===== config.mk =====
export PLATFORM = sky130hd
export DESIGN_NAME = epc_slave
export DESIGN_NICKNAME = d
export VERILOG_FILES = /design/src/rtl/epc_pkg.sv /design/src/rtl/epc_slave.sv
export SDC_FILE = /design/constraint.sdc
export NUM_CORES = 1
export LEC_CHECK = 0
export CAP_MARGIN = 30
export CELL_PAD_IN_SITES_DETAIL_PLACEMENT = 0
export CELL_PAD_IN_SITES_GLOBAL_PLACEMENT = 1
export CORE_MARGIN = 10
export CORE_UTILIZATION = 30
export DETAILED_ROUTE_END_ITERATION = 8
export HOLD_SLACK_MARGIN = 0.1
export PLACE_DENSITY_LB_ADDON = 0.1
export SYNTH_ARGS = -nofsm -noshare
export SYNTH_HDL_FRONTEND = slang
export SYNTH_SLANG_ARGS = --single-unit

===== constraint.sdc =====
create_clock -name clk -period 3.4 [get_ports clk]
set_clock_uncertainty 0.05 [all_clocks]
set_input_delay 0.34 -clock clk [delete_from_list [all_inputs] [get_ports clk]]
set_output_delay 0.34 -clock clk [all_outputs]
set_load 0.01 [all_outputs]

===== src/rtl/epc_pkg.sv =====
// rtl/epc_pkg.sv - shared types and constants for the EPC slave bridge
package epc_pkg;

    typedef enum logic [2:0] {
        ST_IDLE,
        ST_STROBE,
        ST_WAIT,
        ST_RDY,
        ST_HOLD
    } epc_state_t;

    localparam int          EPC_TIMEOUT  = 8;
    localparam logic [31:0] EPC_ERR_DATA = 32'hDEADBEEF;
    localparam int          EPC_WIN_BITS = 16;

    function automatic logic [7:0] epc_sat_inc(input logic [7:0] cnt);
        return (cnt == 8'hFF) ? cnt : cnt + 8'd1;
    endfunction

endpackage


===== src/rtl/epc_slave.sv =====
// rtl/epc_slave.sv - EPC bus slave bridging to a single-cycle-strobe register back end
module epc_slave
    import epc_pkg::*;
(
    input  logic        clk,
    input  logic        rst_n,
    input  logic        epc_cs_n,
    input  logic        epc_ads,
    input  logic        epc_rnw,
    input  logic [0:31] epc_addr,
    input  logic [0:3]  epc_be,
    input  logic [0:31] epc_wdata,
    output logic [0:31] epc_rdata,
    output logic        epc_rdy,
    output logic [13:0] reg_addr,
    output logic [3:0]  reg_be,
    output logic [31:0] reg_wdata,
    output logic        reg_wr,
    output logic        reg_rd,
    input  logic [31:0] reg_rdata,
    input  logic        reg_ack,
    output logic [7:0]  err_cnt
);

    epc_state_t  r_state;
    logic        r_rnw;
    logic [3:0]  r_tmo_cnt;
    logic [31:0] r_epc_rdata;
    logic        r_epc_rdy;
    logic [13:0] r_reg_addr;
    logic [3:0]  r_reg_be;
    logic [31:0] r_reg_wdata;
    logic        r_reg_wr;
    logic        r_reg_rd;
    logic [7:0]  r_err_cnt;

    logic w_start;
    logic w_in_window;
    logic w_unused_addr;

    assign w_start       = (r_state == ST_IDLE) && !epc_cs_n && epc_ads;
    assign w_in_window   = (epc_addr[0:EPC_WIN_BITS-1] == '0);
    // The low two address bits select a byte within the word and are not decoded.
    assign w_unused_addr = ^epc_addr[30:31];

    always_ff @(posedge clk) begin
        if (!rst_n) begin
            r_state     <= ST_IDLE;
            r_rnw       <= 1'b0;
            r_tmo_cnt   <= 4'd0;
            r_epc_rdata <= 32'd0;
            r_epc_rdy   <= 1'b0;
            r_reg_addr  <= 14'd0;
            r_reg_be    <= 4'd0;
            r_reg_wdata <= 32'd0;
            r_reg_wr    <= 1'b0;
            r_reg_rd    <= 1'b0;
            r_err_cnt   <= 8'd0;
        end else begin
            r_reg_wr  <= 1'b0;
            r_reg_rd  <= 1'b0;
            r_epc_rdy <= 1'b0;
            case (r_state)
                ST_IDLE: begin
                    if (w_start) begin
                        r_reg_addr  <= epc_addr[16:29];
                        r_reg_be    <= epc_be;
                        r_reg_wdata <= epc_wdata;
                        r_rnw       <= epc_rnw;
                        if (w_in_window) begin
                            r_reg_wr <= !epc_rnw;
                            r_reg_rd <= epc_rnw;
                            r_state  <= ST_STROBE;
                        end else begin
                            if (epc_rnw) begin
                                r_epc_rdata <= EPC_ERR_DATA;
                            end
                            r_err_cnt <= epc_sat_inc(r_err_cnt);
                            r_epc_rdy <= 1'b1;
                            r_state   <= ST_RDY;
                        end
                    end
                end
                ST_STROBE: begin
                    if (epc_cs_n) begin
                        r_state <= ST_IDLE;
                    end else if (reg_ack) begin
                        if (r_rnw) begin
                            r_epc_rdata <= reg_rdata;
                        end
                        r_epc_rdy <= 1'b1;
                        r_state   <= ST_RDY;
                    end else begin
                        r_tmo_cnt <= 4'd0;
                        r_state   <= ST_WAIT;
                    end
                end
                ST_WAIT: begin
                    // Abort wins over a coincident ack so a withdrawn transfer never completes.
                    if (epc_cs_n) begin
                        r_state <= ST_IDLE;
                    end else if (reg_ack) begin
                        if (r_rnw) begin
                            r_epc_rdata <= reg_rdata;
                        end
                        r_epc_rdy <= 1'b1;
                        r_state   <= ST_RDY;
                    end else if (r_tmo_cnt == 4'(EPC_TIMEOUT - 1)) begin
                        if (r_rnw) begin
                            r_epc_rdata <= EPC_ERR_DATA;
                        end
                        r_err_cnt <= epc_sat_inc(r_err_cnt);
                        r_epc_rdy <= 1'b1;
                        r_state   <= ST_RDY;
                    end else begin
                        r_tmo_cnt <= r_tmo_cnt + 4'd1;
                    end
                end
                ST_RDY: begin
                    r_state <= ST_HOLD;
                end
                ST_HOLD: begin
                    if (epc_cs_n) begin
                        r_state <= ST_IDLE;
                    end
                end
                default: begin
                    r_state <= ST_IDLE;
                end
            endcase
        end
    end

    assign epc_rdata = r_epc_rdata;
    assign epc_rdy   = r_epc_rdy;
    assign reg_addr  = r_reg_addr;
    assign reg_be    = r_reg_be;
    assign reg_wdata = r_reg_wdata;
    assign reg_wr    = r_reg_wr;
    assign reg_rd    = r_reg_rd;
    assign err_cnt   = r_err_cnt;

endmodule


==> impl_metrics.py, run 1 <==
metrics = {
    "placed_design": {
        "dpl_cell_area_mm2": 0.00600,
        "gp_congestion": 0.736,
        "pre_cts_slack_ns": 0.783,
        "dpl.cell_count": 780,
        "dp_hpwl_mm": 9.49,
        "io_buffers": 196,
    },
    "detailed_routing": {
        "viasPerCell": 4.70,
        "wl_mm": 12.8,
        "ant_nets": 0,
        "dr.pass1.iters": 6,
        "vias": 3743,
        "drc": 0,
        "wl_per_cell_um": 16.1,
        "drt_first_iter_violations": 145,
    },
    "setup_path": {
        "cp-start-kind": "register",
        "crit_arrival_ns": 2.45,
        "cp-end-kind": "register",
        "worstSetupPathType": "reg2reg",
        "path_max_fanout": 24,
        "worstPathRequired_ns": 3.59,
        "r2r_start": "r_state[1]",
        "crit_start": "r_state[1]",
    },
    "timing": {
        "timing.final.max_slew_violations": 0,
        "finalSetupViolations": 0,
        "fin_ws_ns": 1.14,
        "finalCriticalPeriod_ns": 2.26,
        "clock.fmax_mhz": 442,
        "tightestPinTransition_ns": 0.790,
        "hold_violations": 0,
        "fin_setup_tns_ns": 0,
        "slew-limit-headroom_pct": 47.2,
        "whs_ns": 0.403,
        "post-route-period-util_pct": 66.5,
        "rsz0062_at_grt": "false",
    },
    "logic_synthesis": {
        "synth_cell_types": 43,
        "synth_cells": 437,
        "ys_seq_area_share_pct": 51.5,
        "ys_ff_latch": 101,
        "synth.avg_cell_area_um2": 8.99,
        "syn_area_mm2": 0.00393,
        "synth_flop_cell": "dfxtp_1",
        "synth_nets": 545,
        "synth-async-reset-ratio_pct": 0,
        "yosys_warnings": 0,
        "synth_edf_count": 0,
    },
    "clocking": {
        "post_cts_resized": 0,
        "cts_root_buf": "clkbuf_16",
        "clk_latency_ns": 0.34,
        "cts-buffers-inserted": 9,
        "cts_num_sinks": 101,
        "cts_tree": "done",
        "holdBufCountCts": 0,
        "clock_path_buffers": 2,
        "cts_max_level": 3,
        "post_cts_buffers": 0,
        "clk_pin_slew_ns": 0.07,
    },
    "grt": {
        "grt_usage_pct": 13.7,
        "grt_pass1_wl_mm": 20.0,
        "grt.overflow.total": 0,
        "antenna_found_initial": 0,
        "grt_max_degree": 46,
        "grt_pass1_vias": 3672,
    },
    "floorplan": {
        "num_rows": 41,
        "fp.dieH_um": 134,
        "die_area_mm2": 0.0181,
        "initial_utilization_pct": 30.9,
        "die_x_um": 134,
        "pin_count": 199,
        "fp.coreArea_mm2": 0.0127,
    },
    "layout": {
        "seq_area_mm2": 0.00202,
        "final_core_util_pct": 49.7,
        "multiInputGateArea_mm2": 0.00174,
        "stdcell_count": 796,
        "area_growth_pct": 61.1,
        "diodes": 0,
        "fin_nets": 727,
        "design_area_mm2": 0.00633,
        "drive_above_1_share_pct": 5.93,
        "fill_cells": 1263,
    },
    "status": {
        "status": "complete, no violations",
    },
    "power": {
        "total_power_mw": 2.85,
        "ir_worst_vdd_v": 0.000328,
        "p_per_area_mw_per_mm2": 450,
        "p_leak_nw": 2.20,
    },
    "min_path": {
        "min_path_type": "reg2reg",
        "hp-start": "reg_addr[2]",
    },
    "flow_run": {
        "cap_violations": 0,
    },
}
==> layout by cell type (no fill, tap or decap), drive strengths merged, types with 7 or more instances in the layout <==
cell type | synthesis | final
dfxtp | 101 | 101
buf | 8 | 7
clkbuf | 24 | 10
a21oi | 63 | 63
nor2 | 11 | 11
nand2 | 124 | 124
clkdlybuf4s50 | 0 | 196
o2bb2ai | 8 | 8
o221a | 25 | 25
==> worst max-delay path, cell delays in order, from the launching register on <==
cell     delay [ns]
dfxtp_1        0.57
and2b_1        0.23
a21oi_1        0.09
nor3b_1        0.25
nand2_1        0.52
o221a_2        0.44
==> report_power, final <==
group / internal [mW] / switching (mW) / total (mW)
combinational: 0.273 / 0.183 / 0.457
sequential: 1.25 / 0.0365 / 1.29
clock: 0.663 / 0.444 / 1.11
==> registers in the layout, summed over array words and instances, names as in the netlist <==
| signal | cells |
|---|---|
| reg_addr | 14 |
| reg_wdata | 32 |
| err_cnt | 8 |
| reg_be | 4 |
| r_rnw | 1 |
| r_state | 3 |
| r_tmo_cnt | 4 |
| epc_rdy | 1 |
| reg_rd | 1 |
| epc_rdata | 32 |
| reg_wr | 1 |
==> layout make-up <==
cell class,count,share of cell area [%]
inverters,3,0.178
multi-input cells,301,27.5
flip-flops and latches,101,32.0
clock buffers,10,3.78
repair buffers,203,31.8
well taps,172,3.40
clock inverters,6,1.36
==> cells by family (layout without fill, tap and decap cells) <==
logic type	count (synthesis)	count (layout)	share of synthesized area (%)
compound gates	110	110	19.6
fa+ha+maj	2	2	0.637
buf+inv	35	222	4.43
flops	101	101	51.5
mux	5	5	1.27
simple gates	184	184	22.6
==> metal layers <==
metal	up-vias	share of wire, %	global-route usage [%]
met4	0	1.0	3.99
met1	1709	42	15.3
met2	130	47	22.1
met5	-	0	0
li1	1891	-	-
met3	13	11	7.51
==> worst paths after layout <==
path,slack [ns],cells past startpoint,endpoint
hold / removal,0.40,2,reg_addr[2]
setup / recovery,1.14,5,epc_rdata[0]
hold reg to reg,0.40,2,reg_addr[2]
setup reg to reg,1.14,5,epc_rdata[0]
==> cells in the mapped netlist (3+ instances only) <==
cell type,number,share of area (%)
o2bb2ai_1,8,1.8
or4_1,4,0.76
o221a_2,3,0.86
nand3_1,6,0.76
mux2i_1,5,1.3
o31ai_1,5,0.96
nor4_1,4,0.64
a21oi_1,63,8.0
and3_1,6,0.96
nand2_1,124,12
nor3_1,6,0.76
nor2_1,9,0.86
clkbuf_1,24,2.3
buf_4,3,0.57
buf_6,4,1.1
o221a_1,22,6.3
nand2b_1,6,0.96
dfxtp_1,101,51
(Power assumes the default switching activity.)
==> run 2: changes to the inputs <==
Settings changed: CORE_UTILIZATION 30 to 28.
Clock period 3.4 ns to 2.3 ns, I/O delays scaled along.
==> run 2 against run 1 <==
  * Worst hold slack got worse by 0.030 ns
  * First-iteration DRC count up 13%
  * Critical path depth is 1 higher
  * Largest power group unchanged
  * Wire length increased by 0.84%
  * Global-route usage down 0.71 points
==> impl_metrics.py, run 2 (same netlist as run 1, synthesis figures left out) <==
metrics = {
    "grt": {
        "grt_pass1_wl_mm": 20.3,
        "grt_pass1_vias": 3600,
        "gr-usage-met1_pct": 15.7,
        "grt_max_degree": 42,
        "grt.overflow.total": 0,
        "antenna_found_initial": 0,
        "grt_usage_pct": 13.0,
        "grt_util_met3_pct": 6.75,
        "grt_use_met2_pct": 19.5,
        "grt-busiest-layer": "met2",
    },
    "setup_path": {
        "worstPathRequired_ns": 2.53,
        "path_max_fanout": 7,
        "worstSetupPathType": "reg2reg",
        "cp-end-kind": "register",
        "crit_arrival_ns": 2.19,
        "cp-start-kind": "register",
    },
    "floorplan": {
        "die_area_mm2": 0.0192,
        "initial_utilization_pct": 28.4,
        "fp.coreArea_mm2": 0.0138,
        "fp.dieH_um": 138,
        "num_rows": 43,
        "pin_count": 199,
        "die_x_um": 138,
    },
    "clocking": {
        "clk_pin_slew_ns": 0.07,
        "cts_root_buf": "clkbuf_16",
        "post_cts_resized": 0,
        "post_cts_buffers": 0,
        "clock_path_buffers": 2,
        "cts-buffers-inserted": 9,
        "cts_max_level": 3,
        "cts_num_sinks": 101,
        "clk_latency_ns": 0.34,
        "holdBufCountCts": 0,
        "cts_tree": "done",
    },
    "placed_design": {
        "io_buffers": 196,
        "dpl_cell_area_mm2": 0.00614,
        "dp_hpwl_mm": 9.63,
        "gp_congestion": 0.737,
    },
    "detailed_routing": {
        "drc": 0,
        "wl_mm": 12.9,
        "drt_first_iter_violations": 164,
        "wl_per_cell_um": 15.9,
        "ant_nets": 0,
        "dr.pass1.iters": 4,
        "vias": 3711,
        "viasPerCell": 4.55,
    },
    "layout": {
        "fin_nets": 738,
        "diodes": 0,
        "drive_above_1_share_pct": 7.09,
        "fill_cells": 1340,
        "final_cell_mix": "clkdlybuf4s50_1 (196), nand2_1 (124), dfxtp_1 (101)",
        "design_area_mm2": 0.00650,
        "layout_commonest_cell": "clkdlybuf4s50_1",
        "area_growth_pct": 65.5,
    },
    "power": {
        "seq_power_share_pct": 42.9,
        "p_comb_share_pct": 15.9,
        "total_power_mw": 4.43,
        "intPower_mw": 3.45,
        "p_leak_nw": 2.28,
        "switchingPower_mw": 0.979,
        "ir_worst_vdd_v": 0.000531,
        "switching_share_pct": 22.1,
        "clockPowerShare_pct": 41.1,
        "p_per_area_mw_per_mm2": 681,
    },
    "timing": {
        "fin_setup_tns_ns": 0,
        "slew-limit-headroom_pct": 63.3,
        "finalCriticalPeriod_ns": 1.97,
        "clock.fmax_mhz": 508,
        "rsz0062_at_grt": "false",
        "hold_violations": 0,
        "tightestPinTransition_ns": 0.550,
        "timing.final.max_slew_violations": 0,
        "finalSetupViolations": 0,
        "post-route-period-util_pct": 85.5,
    },
    "status": {
        "status": "complete, no violations",
    },
    "min_path": {
        "min_path_type": "in2reg",
    },
    "flow_run": {
        "cap_violations": 0,
    },
}
run 2: cell count changes in the layout (fill, tap and decap cells not counted), sizes merged:
cell / change
buf: +11
clkinv: -3
bufinv: +2
clkbuf: +2
clkinvlp: -1
run 2: power groups by stage:
stage	Clock [mW]	Sequential (mW)	Combinational (mW)
6_report	1.82	1.90	0.705
5_1_grt	1.95	1.92	0.762
4_1_cts	1.89	1.90	0.717
3_5_place_dp	0	1.94	0.713
3_3_place_gp	0	1.94	0.711
2_1_floorplan	0	1.98	0.230
run 2: metrics by stage:
step	cells	utilization [%]	hold slack, ns	setup WS, ns
final	815	47.0	0.373	0.333
after global placement	799	44.4	0.391	0.162
after floorplan	437	-	0.259	0.522
after CTS	815	47.0	0.356	0.302
after detailed placement	799	44.4	0.395	0.133
after global routing	815	47.0	0.361	0.181
run 2: path summary, 6_finish.rpt:
path / end / slack, ns / start / cells after the start
min: reg_addr[5] / 0.37 / epc_addr[24] / 3
max: err_cnt[6] / 0.33 / r_tmo_cnt[0] / 6
max reg2reg: err_cnt[6] / 0.33 / r_tmo_cnt[0] / 6
min reg2reg: reg_be[2] / 0.40 / reg_be[2] / 2
run 2: final cells by class:
type                            count  area [um^2]  area share (%)
Timing Repair Buffer              214         2150            33.0
Sequential cell                   101         2020            31.1
Multi-Input combinational cell    301         1740            26.8
Clock buffer                       12          236            3.64
Tap cell                          180          225            3.46
Clock inverter                      4          120            1.85
Inverter                            3         11.3           0.173
run 2: per-layer routing:
layer / vias to the layer above / share of wire, %
li1: 1922 / -
met1: 1656 / 44
met2: 125 / 45
met3: 8 / 10
met4: 0 / 1.2
met5: - / 0
run 2: critical path, cell delays in order (launching register included):
cell and delay (ns):
dfxtp_1 0.39, ha_1 0.28, nand4bb_4 0.15, nor4_4 0.32, o21ai_2 0.16, or4_1 0.42
a21oi_1 0.14
